$ cat src/rtl/parking_gate_scheduler.sv
// parking_gate_scheduler
//   Sequencer and arbiter for the single shared barrier gate of the parking
//   lot. It grants the gate to the entry or exit requester, times the open
//   window with the 1 Hz tick, tracks lot occupancy, and emits a one-cycle
//   full_trigger pulse for the full-lot flasher. Single 40 MHz clock domain.
//
// Optional feature macro: PARK_GATE_TIMEOUT_EN
//   defined   : the open window expires after GATE_TICKS ticks (timeout pulse).
//   undefined : no timer; the gate leaves OPEN only on car_passed, timeout = 0,
//               tick is ignored.
//
// Parameters
//   CAPACITY   lot size (1 .. 2**CNT_W-1)
//   CNT_W      occupancy counter width
//   GATE_TICKS ticks the gate waits for a car (1 .. 15)
//
// Ports
//   clk_40MHz    in   system clock
//   reset_n      in   asynchronous active-low reset
//   tick         in   one-cycle pulse, once per second
//   entry_req    in   level, car waiting at entry
//   exit_req     in   level, car waiting at exit
//   car_passed   in   one-cycle pulse from the gate-line sensor
//   gate_open    out  barrier raised
//   gate_dir     out  1 = entry, 0 = exit (valid while gate_open)
//   entry_grant  out  one-cycle pulse on an entry grant
//   exit_grant   out  one-cycle pulse on an exit grant
//   occupancy    out  cars inside
//   full         out  occupancy == CAPACITY
//   full_trigger out  one-cycle pulse to the flasher
//   timeout      out  one-cycle pulse when an open window expires unused
module parking_gate_scheduler #(
  parameter int CAPACITY   = 8,
  parameter int CNT_W      = 4,
  parameter int GATE_TICKS = 3
) (
  input  logic             clk_40MHz,
  input  logic             reset_n,
  input  logic             tick,
  input  logic             entry_req,
  input  logic             exit_req,
  input  logic             car_passed,
  output logic             gate_open,
  output logic             gate_dir,
  output logic             entry_grant,
  output logic             exit_grant,
  output logic [CNT_W-1:0] occupancy,
  output logic             full,
  output logic             full_trigger,
  output logic             timeout
);

  typedef enum logic [1:0] {
    ST_IDLE,
    ST_OPEN_IN,
    ST_OPEN_OUT,
    ST_CLOSE
  } state_t;

  localparam logic [CNT_W-1:0] LP_CAP = CNT_W'(CAPACITY);

  state_t           r_state;
  state_t           w_state_nxt;
  logic [CNT_W-1:0] r_occ;
  logic             r_last_dir;     // 1 = last grant was entry
  logic             r_entry_d;      // entry_req edge-detect register
  logic             r_trig_pend;    // entry_req rose while full
  logic             r_entry_grant;
  logic             r_exit_grant;
  logic             r_full_trigger;
  logic             r_timeout;

  logic w_full;
  logic w_empty;
  logic w_entry_ok;
  logic w_exit_ok;
  logic w_grant_in;
  logic w_grant_out;
  logic w_inc;
  logic w_dec;
  logic w_expire;
  logic w_tick_last;
  logic w_full_hit;
  logic w_rise;

  // Saturating occupancy arithmetic; grants already keep the count in range,
  // so saturation only guards against inconsistent sensor pulses.
  function automatic logic [CNT_W-1:0] sat_inc(input logic [CNT_W-1:0] v);
    return (v == LP_CAP) ? v : v + 1'b1;
  endfunction

  function automatic logic [CNT_W-1:0] sat_dec(input logic [CNT_W-1:0] v);
    return (v == '0) ? v : v - 1'b1;
  endfunction

  assign w_full     = (r_occ == LP_CAP);
  assign w_empty    = (r_occ == '0);
  assign w_entry_ok = entry_req && !w_full;
  assign w_exit_ok  = exit_req && !w_empty;
  assign w_rise     = entry_req && !r_entry_d;
  assign w_full_hit = w_inc && !w_full && (sat_inc(r_occ) == LP_CAP);

`ifdef PARK_GATE_TIMEOUT_EN
  logic [3:0] r_timer;

  assign w_tick_last = tick && (r_timer == 4'd1);

  always_ff @(posedge clk_40MHz or negedge reset_n) begin
    if (!reset_n) begin
      r_timer <= 4'd0;
    end else if (w_grant_in || w_grant_out) begin
      r_timer <= 4'(GATE_TICKS);
    end else if ((r_state == ST_OPEN_IN || r_state == ST_OPEN_OUT) &&
                 !car_passed && tick && (r_timer != 4'd0)) begin
      r_timer <= r_timer - 4'd1;
    end
  end
`else
  logic w_unused_tick;

  assign w_unused_tick = tick;
  assign w_tick_last   = 1'b0;
`endif

  // Next-state and per-cycle event decode
  always_comb begin
    w_state_nxt = r_state;
    w_grant_in  = 1'b0;
    w_grant_out = 1'b0;
    w_inc       = 1'b0;
    w_dec       = 1'b0;
    w_expire    = 1'b0;
    case (r_state)
      ST_IDLE: begin
        // Under contention the direction opposite to the last grant wins.
        if (w_entry_ok && (!w_exit_ok || !r_last_dir)) begin
          w_grant_in  = 1'b1;
          w_state_nxt = ST_OPEN_IN;
        end else if (w_exit_ok) begin
          w_grant_out = 1'b1;
          w_state_nxt = ST_OPEN_OUT;
        end
      end
      ST_OPEN_IN, ST_OPEN_OUT: begin
        // A pass beats a coincident final tick.
        if (car_passed) begin
          w_inc       = (r_state == ST_OPEN_IN);
          w_dec       = (r_state == ST_OPEN_OUT);
          w_state_nxt = ST_CLOSE;
        end else if (w_tick_last) begin
          w_expire    = 1'b1;
          w_state_nxt = ST_CLOSE;
        end
      end
      ST_CLOSE: w_state_nxt = ST_IDLE;
      default:  w_state_nxt = ST_IDLE;
    endcase
  end

  // Registered state, counters and output pulses
  always_ff @(posedge clk_40MHz or negedge reset_n) begin
    if (!reset_n) begin
      r_state        <= ST_IDLE;
      r_occ          <= '0;
      r_last_dir     <= 1'b0;
      r_entry_d      <= 1'b0;
      r_trig_pend    <= 1'b0;
      r_entry_grant  <= 1'b0;
      r_exit_grant   <= 1'b0;
      r_full_trigger <= 1'b0;
      r_timeout      <= 1'b0;
    end else begin
      r_state        <= w_state_nxt;
      r_entry_grant  <= w_grant_in;
      r_exit_grant   <= w_grant_out;
      r_timeout      <= w_expire;
      r_entry_d      <= entry_req;
      r_trig_pend    <= w_rise && w_full;
      // Fill event and a delayed re-request share one pulse when coincident.
      r_full_trigger <= w_full_hit || r_trig_pend;
      if (w_grant_in || w_grant_out) begin
        r_last_dir <= w_grant_in;
      end
      if (w_inc) begin
        r_occ <= sat_inc(r_occ);
      end else if (w_dec) begin
        r_occ <= sat_dec(r_occ);
      end
    end
  end

  assign gate_open    = (r_state == ST_OPEN_IN) || (r_state == ST_OPEN_OUT);
  assign gate_dir     = (r_state == ST_OPEN_IN);
  assign entry_grant  = r_entry_grant;
  assign exit_grant   = r_exit_grant;
  assign occupancy    = r_occ;
  assign full         = w_full;
  assign full_trigger = r_full_trigger;
  assign timeout      = r_timeout;

endmodule
$ cat config.mk
export PLATFORM = sky130hd
export DESIGN_NAME = parking_gate_scheduler
export DESIGN_NICKNAME = d
export VERILOG_FILES = /design/src/rtl/parking_gate_scheduler.sv
export SDC_FILE = /design/constraint.sdc
export NUM_CORES = 1
export LEC_CHECK = 0
export CAP_MARGIN = 25
export CORE_MARGIN = 2
export CORE_UTILIZATION = 48
export DETAILED_ROUTE_END_ITERATION = 16
export GPL_TIMING_DRIVEN = 0
export PLACE_DENSITY = 0.77
export SLEW_MARGIN = 20
export SYNTH_ARGS = -nofsm -noshare
export SYNTH_HDL_FRONTEND = slang
export SYNTH_SLANG_ARGS = --single-unit
export TNS_END_PERCENT = 30
$ cat constraint.sdc
create_clock -name clk_40MHz -period 1.95 [get_ports clk_40MHz]
set_clock_uncertainty 0.1 [all_clocks]
set_input_delay 0.39 -clock clk_40MHz [delete_from_list [all_inputs] [get_ports clk_40MHz]]
set_output_delay 0.39 -clock clk_40MHz [all_outputs]
set_load 0.02 [all_outputs]
==> run metrics, run 1 <==
switching pwr roughly 670 µW; status complete, no violations; die extent in y 43.9 µm; register area share after synthesis 39.3%; dpl hpwl 1260 µm; Slew Viols, Final 0; number of cells on the critical path 4; Max IR drop VDD 980 µV; Final GP Congestion 0.817; family with the most delay on the worst path flip-flops; design area 976 µm²; first-pass GRT wire length 2800 µm; post-synthesis async set-or-reset flop share 100%; Hold/Removal Path Class reg2reg; post-synthesis register bit count 12; post-synth top area share roughly two fifths; DR pass1 iterations 4; Combinational Power Share 59.2%; fin crit period 1.88 ns; IO Pins 17; Final Setup Violations 0; Reg2Reg Depth 6; DRC violations left 0; Fmax achieved about 530 MHz; Slew @ Worst Pin 0.545 ns; initial antenna violation count 0; CTS Sinks 12; clock-pin slew of the registers on the worst-case setup and hold paths roughly 0.08 ns; Core Box Area around 1500 µm²; GRT Util Overall 19.9%; Post-Syn Area 764 µm²; Worst path slowest cell dfrtp_2; max_cap viols 0; kind of critical path reg2out; Synth area leader dfrtp_1; Arr. time, crit path 1.39 ns; DIE AREA between 1500 and 2000 µm²; cell count after synthesis 80; Post-synth EDFFs 0; yosys warns 0; post-DR wirelength/cell 14.9 µm; synth unique cells 38; critical-path cell list inv_4, ha_4, and3b_2, buf_4; post-route ant nets 0; H-tree Lvls 1; LEAKAGE 0.437 nW; Fin. Hold Viols 0; Pint between 800 and 900 µW; number of diodes 0; Slew HR 63.5%; Fillers ~130; TritonCTS clock tree done; nets about 110; Worst Path Buf+Inv 2; Post-synth top flop dfrtp_1; total wire length 1700 µm; vias in the first global route between 600 and 700; largest net degree at the start of global routing 13; Syn Area/Cell 9.56 µm²; via-per-instance ratio roughly 5.8; Synth top cells by count 12 x dfrtp_1, 6 x a21oi_1, 6 x ha_1, 6 x inv_1, 5 x nor2_1; CTS Buf Count 3; Initial DRC Count 13; crit path capture type primary output; FP Rows 14; Die W 43.9 µm; starting density of the core 50.7%; Flop pwr share 27.7%; top-count cell post-synth dfrtp_1; clk_lat worst skew 0.27 ns; GRT overflow 0; cts hold-fix bufs 0; Req. time, crit path 1.46 ns; layout cells sized above 1 20.4%; Root Driver clkbuf_4; Cell Pwr Density 1570 nW/µm²; Tcrit/Tclk final 96.2%; Worst path max stage delay 0.45 ns; Min-Delay Path Depth 1; placed cell areas 925 µm²; Port-buffer cells 14; Clock power frac between 10% and 20%; CTS Buffer Depth 2; Vias 665; Final Util between 60% and 70%; Startpoint Class register; critical path fanouts, max 8; largest cells by area after synthesis dfrtp_1 39%, ha_1 9.8%, a21oi_1 3.9%; Mapped Nets 92; switch share between 40 and 50%; Area Overhead vs Synth 27.7%; RSZ-0062 raised after global routing yes
## path summary, 6_finish.rpt
path                       slack (ns)      endpoint         start
max                              0.07          full  occupancy[0]
min                              0.30   r_trig_pend     r_entry_d
max reg2reg                      0.12  occupancy[1]    r_state[0]
min reg2reg                      0.30   r_trig_pend     r_entry_d
max in group asynchronous        0.99  occupancy[0]       reset_n
min in group asynchronous        0.36  occupancy[2]       reset_n
## flip-flops by register name, summed over array words and instances, names as in the netlist
name	count
occupancy	4
r_state	2
entry_grant	1
exit_grant	1
full_trigger	1
r_entry_d	1
r_last_dir	1
r_trig_pend	1
## final cells by class
type | count | area, µm² | area share (%)
inverters | 6 | 25.0 | 2.56
plain buffers | 3 | 17.5 | 1.79
flip-flops and latches | 12 | 303 | 31.0
repair buffers | 14 | 133 | 13.6
well taps | 16 | 20.0 | 2.05
clock buffers | 4 | 36.3 | 3.72
multi-input cells | 59 | 442 | 45.3
## repair_timing
action / CTS / global route
setup endpoints to repair: 4 / 4
buffers inserted: 0 / 0
gates resized for setup: 11 / 9
## through the flow
step | hold slack, ns | power, mW | std cells | worst slack [ns] | TNS, ns
after CTS | 0.308 | 1.52 | 114 | -0.000162 | -0.000162
after global placement | 0.298 | 1.27 | 110 | -0.296 | -0.384
after floorplan | -0.00559 | 1.01 | 80 | 0.0386 | 0
after global routing | 0.321 | 1.66 | 114 | -0.0104 | -0.0104
after detailed placement | 0.297 | 1.30 | 110 | -0.317 | -0.426
final | 0.304 | 1.53 | 114 | 0.0738 | 0
## power groups by stage
stage          Combinational (mW)  Clock (mW)  Sequential, mW
5_1_grt                     0.995       0.221           0.440
6_report                    0.907       0.201           0.424
3_5_place_dp                0.881           0           0.417
2_1_floorplan               0.557           0           0.458
4_1_cts                     0.895       0.210           0.413
3_3_place_gp                0.855           0           0.411
## per-layer routing
layer | vias up | wire length, µm | global-route usage, %
met5 | - | 0 | 0
met4 | 0 | 10 | 4.85
met3 | 2 | 106 | 6.67
met2 | 19 | 862 | 34.7
met1 | 315 | 720 | 23.5
li1 | 329 | - | -
## placed cells by master, fill, tap and decap left out, types with 2 or more instances in the layout
cell type,netlist,routed
a211oi_1,2,2
a21oi_1,6,6
a2bb2oi_1,2,2
buf_2,2,2
buf_4,1,2
clkbuf_4,0,3
clkdlybuf4s50_1,0,11
dfrtp_1,12,10
dfrtp_2,0,2
ha_1,6,4
inv_1,6,4
nand2_1,4,4
nand2b_1,2,2
nand3_1,4,4
nor2_1,5,5
nor3_1,2,2
o21ai_0,2,2
## kinds of logic (layout without fill, tap and decap cells)
kind of cell               count (synthesis)  in the layout  synth area share, %
buffers and inverters                      9             27                 5.24
adders and majority gates                  6              6                 9.82
DFF                                       12             12                 39.3
other                                      1              1                0.491
AOI/OAI and AO/OA                         22             22                 21.3
xor gates and xnor gates                   2              2                 2.29
and+or+nand+nor                           28             28                 21.6
(Power assumes the default switching activity.)
==> run 2: changes to the inputs <==
- CORE_UTILIZATION: 48 -> 52
- PLACE_DENSITY: 0.77 -> 0.82
- clock period: 1.95 -> 2.2 ns (I/O delays scaled with it)
==> run 2 against run 1 <==
Sequential cell count is the same. Worst hold slack is essentially flat. Clock power shrank 12%. Combinational power shrank 12%. Critical path type unchanged. Critical endpoint unchanged. Largest cell class unchanged.
==> run metrics, run 2 (synthesis gave the netlist of run 1 again) <==
Area Overhead vs Synth 27.3%; Fin. Hold Viols 0 (unchanged); Min-Delay Path Depth 1 (unchanged); Hold/Removal Path Class reg2reg; Core Box Area 1330 µm² (-11%); Fillers 110 (-12%); max reg flops 4 (unchanged); Slew @ Worst Pin 0.536 ns (-0.00959 ns); number of diodes 0 (unchanged); met2 usage 32.3% (-2.4 points); final worst slack 0.0615 ns (-0.0123 ns); busiest grt layer met2; largest net degree at the start of global routing 13 (unchanged); starting density of the core 57.3% (+6.6 points); GRT Util Overall 19.4% (-0.52 points); Max IR drop VDD 833 µV (-15%); first-pass GRT wire length 2650 µm (-5.4%); cts hold-fix bufs 0 (unchanged); dpl hpwl 1230 µm (-2.9%); Port-buffer cells 14 (unchanged); TritonCTS clock tree done; DRC violations left 0 (unchanged); FP Rows 13 (-1); Vias 677 (+1.8%); post-DR wirelength/cell 14.2 µm (-4.8%); critical path fanouts, max 8 (unchanged); total wire length 1600 µm (-5.7%); fin crit period 2.14 ns; die extent in y 42.3 µm (-3.6%); kind of critical path reg2out; Startpoint Class register; CTS Buf Count 3 (unchanged); max_cap viols 0 (unchanged); crit path capture type primary output; most frequent cells in the layout 11 x dfrtp_1, 11 x clkdlybuf4s50_1, 6 x inv_1, 6 x a21oi_1; clk_lat worst skew 0.27 ns (about the same); Final Setup Violations 0 (unchanged); status complete, no violations; Req. time, crit path 1.66 ns (+0.20 ns); nets 111 (unchanged); DIE AREA 1790 µm² (-7.0%); worst hold slack 0.304 ns (-0.0000140 ns); Final GP Congestion 0.801 (-2.0%); Arr. time, crit path 1.60 ns (+0.21 ns); Reg2Reg Depth 6 (unchanged); H-tree Lvls 1 (unchanged); CTS Buffer Depth 2 (unchanged); clock-pin slew of the registers on the worst-case setup and hold paths 0.08 ns (about the same); layout cells sized above 1 14.3% (-6.1 points); Cell Pwr Density 1380 nW/µm² (-12%); met1 Use GR 25.4% (+1.9 points); Root Driver clkbuf_4; initial antenna violation count 0 (unchanged); Slew Viols, Final 0 (unchanged); pre-CTS setup slack -0.0901 ns (+0.227 ns); Tcrit/Tclk final 97.2%; DR pass1 iterations 4 (unchanged); CTS Sinks 12 (unchanged); vias in the first global route 573 (-12%); routing usage on met3 3.88% (-2.8 points); GRT overflow 0 (unchanged); IO Pins 17 (unchanged); post-route ant nets 0 (unchanged); LEAKAGE 0.444 nW (+1.7%); Initial DRC Count 17 (+4); Die W 42.3 µm (-3.6%); Final Util 73.0% (+8.2 points); Slew HR 64.2% (+0.64 points); via-per-instance ratio 5.99 (+2.7%); Fmax achieved 468 MHz
[run 2: power by group]
group | switching [mW] | total [mW] | internal [mW] | leakage, nW
logic | 0.431 | 0.797 | 0.366 | 0.278
clock network | 0.0755 | 0.176 | 0.101 | 0.0210
registers | 0.0728 | 0.369 | 0.296 | 0.145
[run 2: path summary, 6_finish.rpt]
check	from	endpoint	slack (ns)
hold / removal	r_entry_d	r_trig_pend	0.30
hold reg to reg	r_entry_d	r_trig_pend	0.30
setup reg to reg	r_state[0]	occupancy[1]	0.31
min in group asynchronous	reset_n	occupancy[0]	0.41
setup / recovery	occupancy[0]	full	0.06
max in group asynchronous	reset_n	occupancy[1]	1.21
[run 2: routing by layer]
layer	vias to the layer above	wire length (µm)
met3	4	65
li1	328	-
met2	19	796
met4	0	23
met5	-	0
met1	326	717
[run 2: timing repair]
item	CTS	global route
endpoints found under the setup margin	3	1
hold endpoints to repair	0	0
resized for setup	6	3
setup buffers	0	0
[run 2: stage by stage]
step	instance area (µm²)	power (mW)	setup TNS [ns]	instances
final	973	1.34	0	113
after global routing	973	1.44	-0.0129	113
after CTS	961	1.32	-0.0161	113
after detailed placement	923	1.15	-0.0901	109
after global placement	923	1.12	-0.0610	109
after floorplan	764	0.900	0	80
[run 2: critical path, cell delays in order, from the launching register on]
cell and delay (ns):
dfrtp_1 0.44, inv_1 0.17, ha_4 0.19, and3b_2 0.25
clkdlybuf4s15_2 0.27
[run 2: final cells by class]
cell class	instances	area [µm²]	share of cell area, %
multi-input cells	59	438	45.0
flip-flops and latches	12	302	31.0
repair buffers	14	139	14.3
clock buffers	4	36.3	3.73
inverters	6	22.5	2.31
well taps	15	18.8	1.93
plain buffers	3	17.5	1.80
==> run 3: changes to the inputs <==
- CORE_UTILIZATION: 52 -> 55
- CTS_BUF_LIST: unset -> sky130_fd_sc_hd__clkbuf_2 sky130_fd_sc_hd__clkbuf_4 sky130_fd_sc_hd__clkbuf_8
- PLACE_DENSITY: 0.82 -> 0.86
==> run 3 against run 2 <==
Total power shrank 0.29%. Critical path depth is the same. Final area grew 0.13%. Sequential power shrank 1%. Wire length shrank 1.1%. Die area shrank 4.9%. Cell count is the same. Count of clock-buffer cells in the layout is the same. Worst setup slack gained 0.025 ns. Clock power is essentially flat. Sequential share of layout area shrank 0.17 points. Register-to-register slack is essentially flat.
==> run metrics, run 3 (synthesis gave the netlist of run 1 again) <==
status complete, no violations; largest net degree at the start of global routing 13 (unchanged); Cell Pwr Density 1370 nW/µm² (-0.42%); Fmax achieved 473 MHz (+1.2%); Tcrit/Tclk final 96.1% (-1.1 points); Worst Path Buf+Inv 2 (unchanged); crit path capture type primary output; Total Power 1.34 mW (-0.29%); GRT overflow 0 (unchanged); dpl hpwl 1210 µm (-1.1%); CTS Buf Count 3 (unchanged); DR pass1 iterations 4 (unchanged); family with the most delay on the worst path flip-flops; most frequent cells in the layout 12 x dfrtp_1, 11 x clkdlybuf4s50_1, 6 x inv_1, 6 x a21oi_1, 5 x nor2_1; IO Pins 17 (unchanged); switch share 43.3% (+0.082 points); Max IR drop VDD 799 µV (-4.1%); Slew Viols, Final 0 (unchanged); max_cap viols 0 (unchanged); via-per-instance ratio 6.08 (+1.5%); DIE AREA 1700 µm² (-4.9%); leading cell type in the layout, fill and taps excluded dfrtp_1; placed cells 109 (unchanged); Root Driver clkbuf_4; wl on met1 695 µm (-3.1%); metal3 WL 83 µm (+28%); Area Overhead vs Synth 27.5%; Die W 41.3 µm (-2.5%); number of diodes 0 (unchanged); post-DR wirelength/cell 14.0 µm (-1.1%); Finished Layout Cells 113 (unchanged); clk_lat worst skew 0.28 ns (about the same); layout cells sized above 1 14.3% (unchanged); die extent in y 41.3 µm (-2.5%); Startpoint Class register; critical path fanouts, max 8 (unchanged); Worst path max stage delay 0.47 ns (+0.03 ns); post-route ant nets 0 (unchanged); RSZ-0062 raised after global routing no; FP Rows 13 (unchanged); max reg flops 4 (unchanged); Arr. time, crit path 1.57 ns (-0.03 ns); Flop pwr share 27.3% (-0.2 points); Initial DRC Count 12 (-5); Slew @ Worst Pin 0.526 ns (-0.00909 ns); Clock power frac 13.3% (+0.2 points); Fin. Hold Viols 0 (unchanged); Req. time, crit path 1.66 ns (about the same); Pint 759 µW (-0.44%); switching pwr 579 µW (-0.10%); Final Setup Violations 0 (unchanged); total wire length 1590 µm (-1.1%); worst hold slack 0.320 ns (+0.0166 ns); Slew HR 64.8% (+0.61 points); H-tree Lvls 1 (unchanged); first-pass GRT wire length 2320 µm (-12%); initial antenna violation count 0 (unchanged); kind of critical path reg2out; clock-pin slew of the registers on the worst-case setup and hold paths 0.08 ns (about the same); CTS Sinks 12 (unchanged); Combinational Power Share 59.4% (about the same); critical-path cell list inv_1, ha_4, and3b_2, clkdlybuf4s15_2; Post-CTS Setup Inserts 0 (unchanged); LEAKAGE 0.443 nW (-0.20%); TritonCTS clock tree done; fin crit period 2.11 ns (-0.0253 ns); Top Layer Used met4; GRT Util Overall 21.5% (+2.1 points); Fillers 96 (-13%); Final GP Congestion 0.829 (+3.5%); WL met2 769 µm (-3.4%); vias in the first global route 529 (-7.7%); final worst slack 0.0868 ns (+0.0253 ns); Port-buffer cells 14 (unchanged); CTS Buffer Depth 2 (unchanged); nets 111 (unchanged); starting density of the core 58.7% (+1.4 points); Vias 687 (+1.5%); DRC violations left 0 (unchanged); Final Util 74.9% (+1.9 points); Core Box Area 1300 µm² (-2.4%); Hold/Removal Path Class reg2reg; Worst path slowest cell dfrtp_1; pre-CTS setup slack -0.0936 ns (-0.00354 ns)
==> run 3: cell counts in the layout (fill, tap and decap cells not counted) <==
No cell type changed its count.
==> run 3: path summary, 6_finish.rpt <==
path,start,cells after the start,slack (ns),end
min,r_entry_d,1,0.32,r_trig_pend
max,occupancy[1],4,0.09,full
min in group asynchronous,reset_n,1,0.40,occupancy[2]
max in group asynchronous,reset_n,1,1.24,occupancy[0]
min reg2reg,r_entry_d,1,0.32,r_trig_pend
max reg2reg,r_state[1],6,0.32,occupancy[1]
==> run 3: worst register-to-register path, stage by stage, from the launching register on <==
cell and delay, ns:
dfrtp_1 0.38, inv_1 0.10, ha_1 0.34, and3_1 0.28
nand2_2 0.10, a22o_1 0.18, a221o_1 0.30
==> run 3: power groups by stage <==
stage / Combinational [mW] / Clock (mW) / Sequential [mW]
floorplan: 0.494 / 0 / 0.406
global placement: 0.752 / 0 / 0.363
detailed placement: 0.776 / 0 / 0.370
CTS: 0.771 / 0.179 / 0.364
global route: 0.868 / 0.189 / 0.376
finish: 0.795 / 0.179 / 0.365
==> run 3: area by class of cell <==
| cell class | count | area [µm²] | share of cell area (%) |
|---|---|---|---|
| plain buffers | 3 | 17.5 | 1.80 |
| clock buffers | 4 | 36.3 | 3.72 |
| inverters | 6 | 22.5 | 2.31 |
| multi-input cells | 59 | 440 | 45.2 |
| flip-flops and latches | 12 | 300 | 30.8 |
| well taps | 15 | 18.8 | 1.93 |
| repair buffers | 14 | 139 | 14.2 |
==> run 3: per-stage QoR <==
| stage | cell area [µm²] | setup TNS [ns] |
|---|---|---|
| 2_1_floorplan | 764 | 0 |
| 3_3_place_gp | 923 | -0.0676 |
| 3_5_place_dp | 923 | -0.0936 |
| 4_1_cts | 965 | 0 |
| 5_1_grt | 975 | 0 |
| 6_report | 975 | 0 |
==> run 3: layer usage <==
| metal | track usage, % | up-vias |
|---|---|---|
| met4 | 7.26 | 0 |
| li1 | - | 331 |
| met3 | 4.89 | 7 |
| met2 | 33.6 | 27 |
| met5 | 0 | - |
| met1 | 28.9 | 322 |
==> run 3: timing repair <==
| action | CTS | global route |
|---|---|---|
| endpoints found under the setup margin | 3 | 1 |
| hold buffers | 0 | 0 |
| gates resized for setup | 8 | 1 |
| hold endpoints to repair | 0 | 0 |
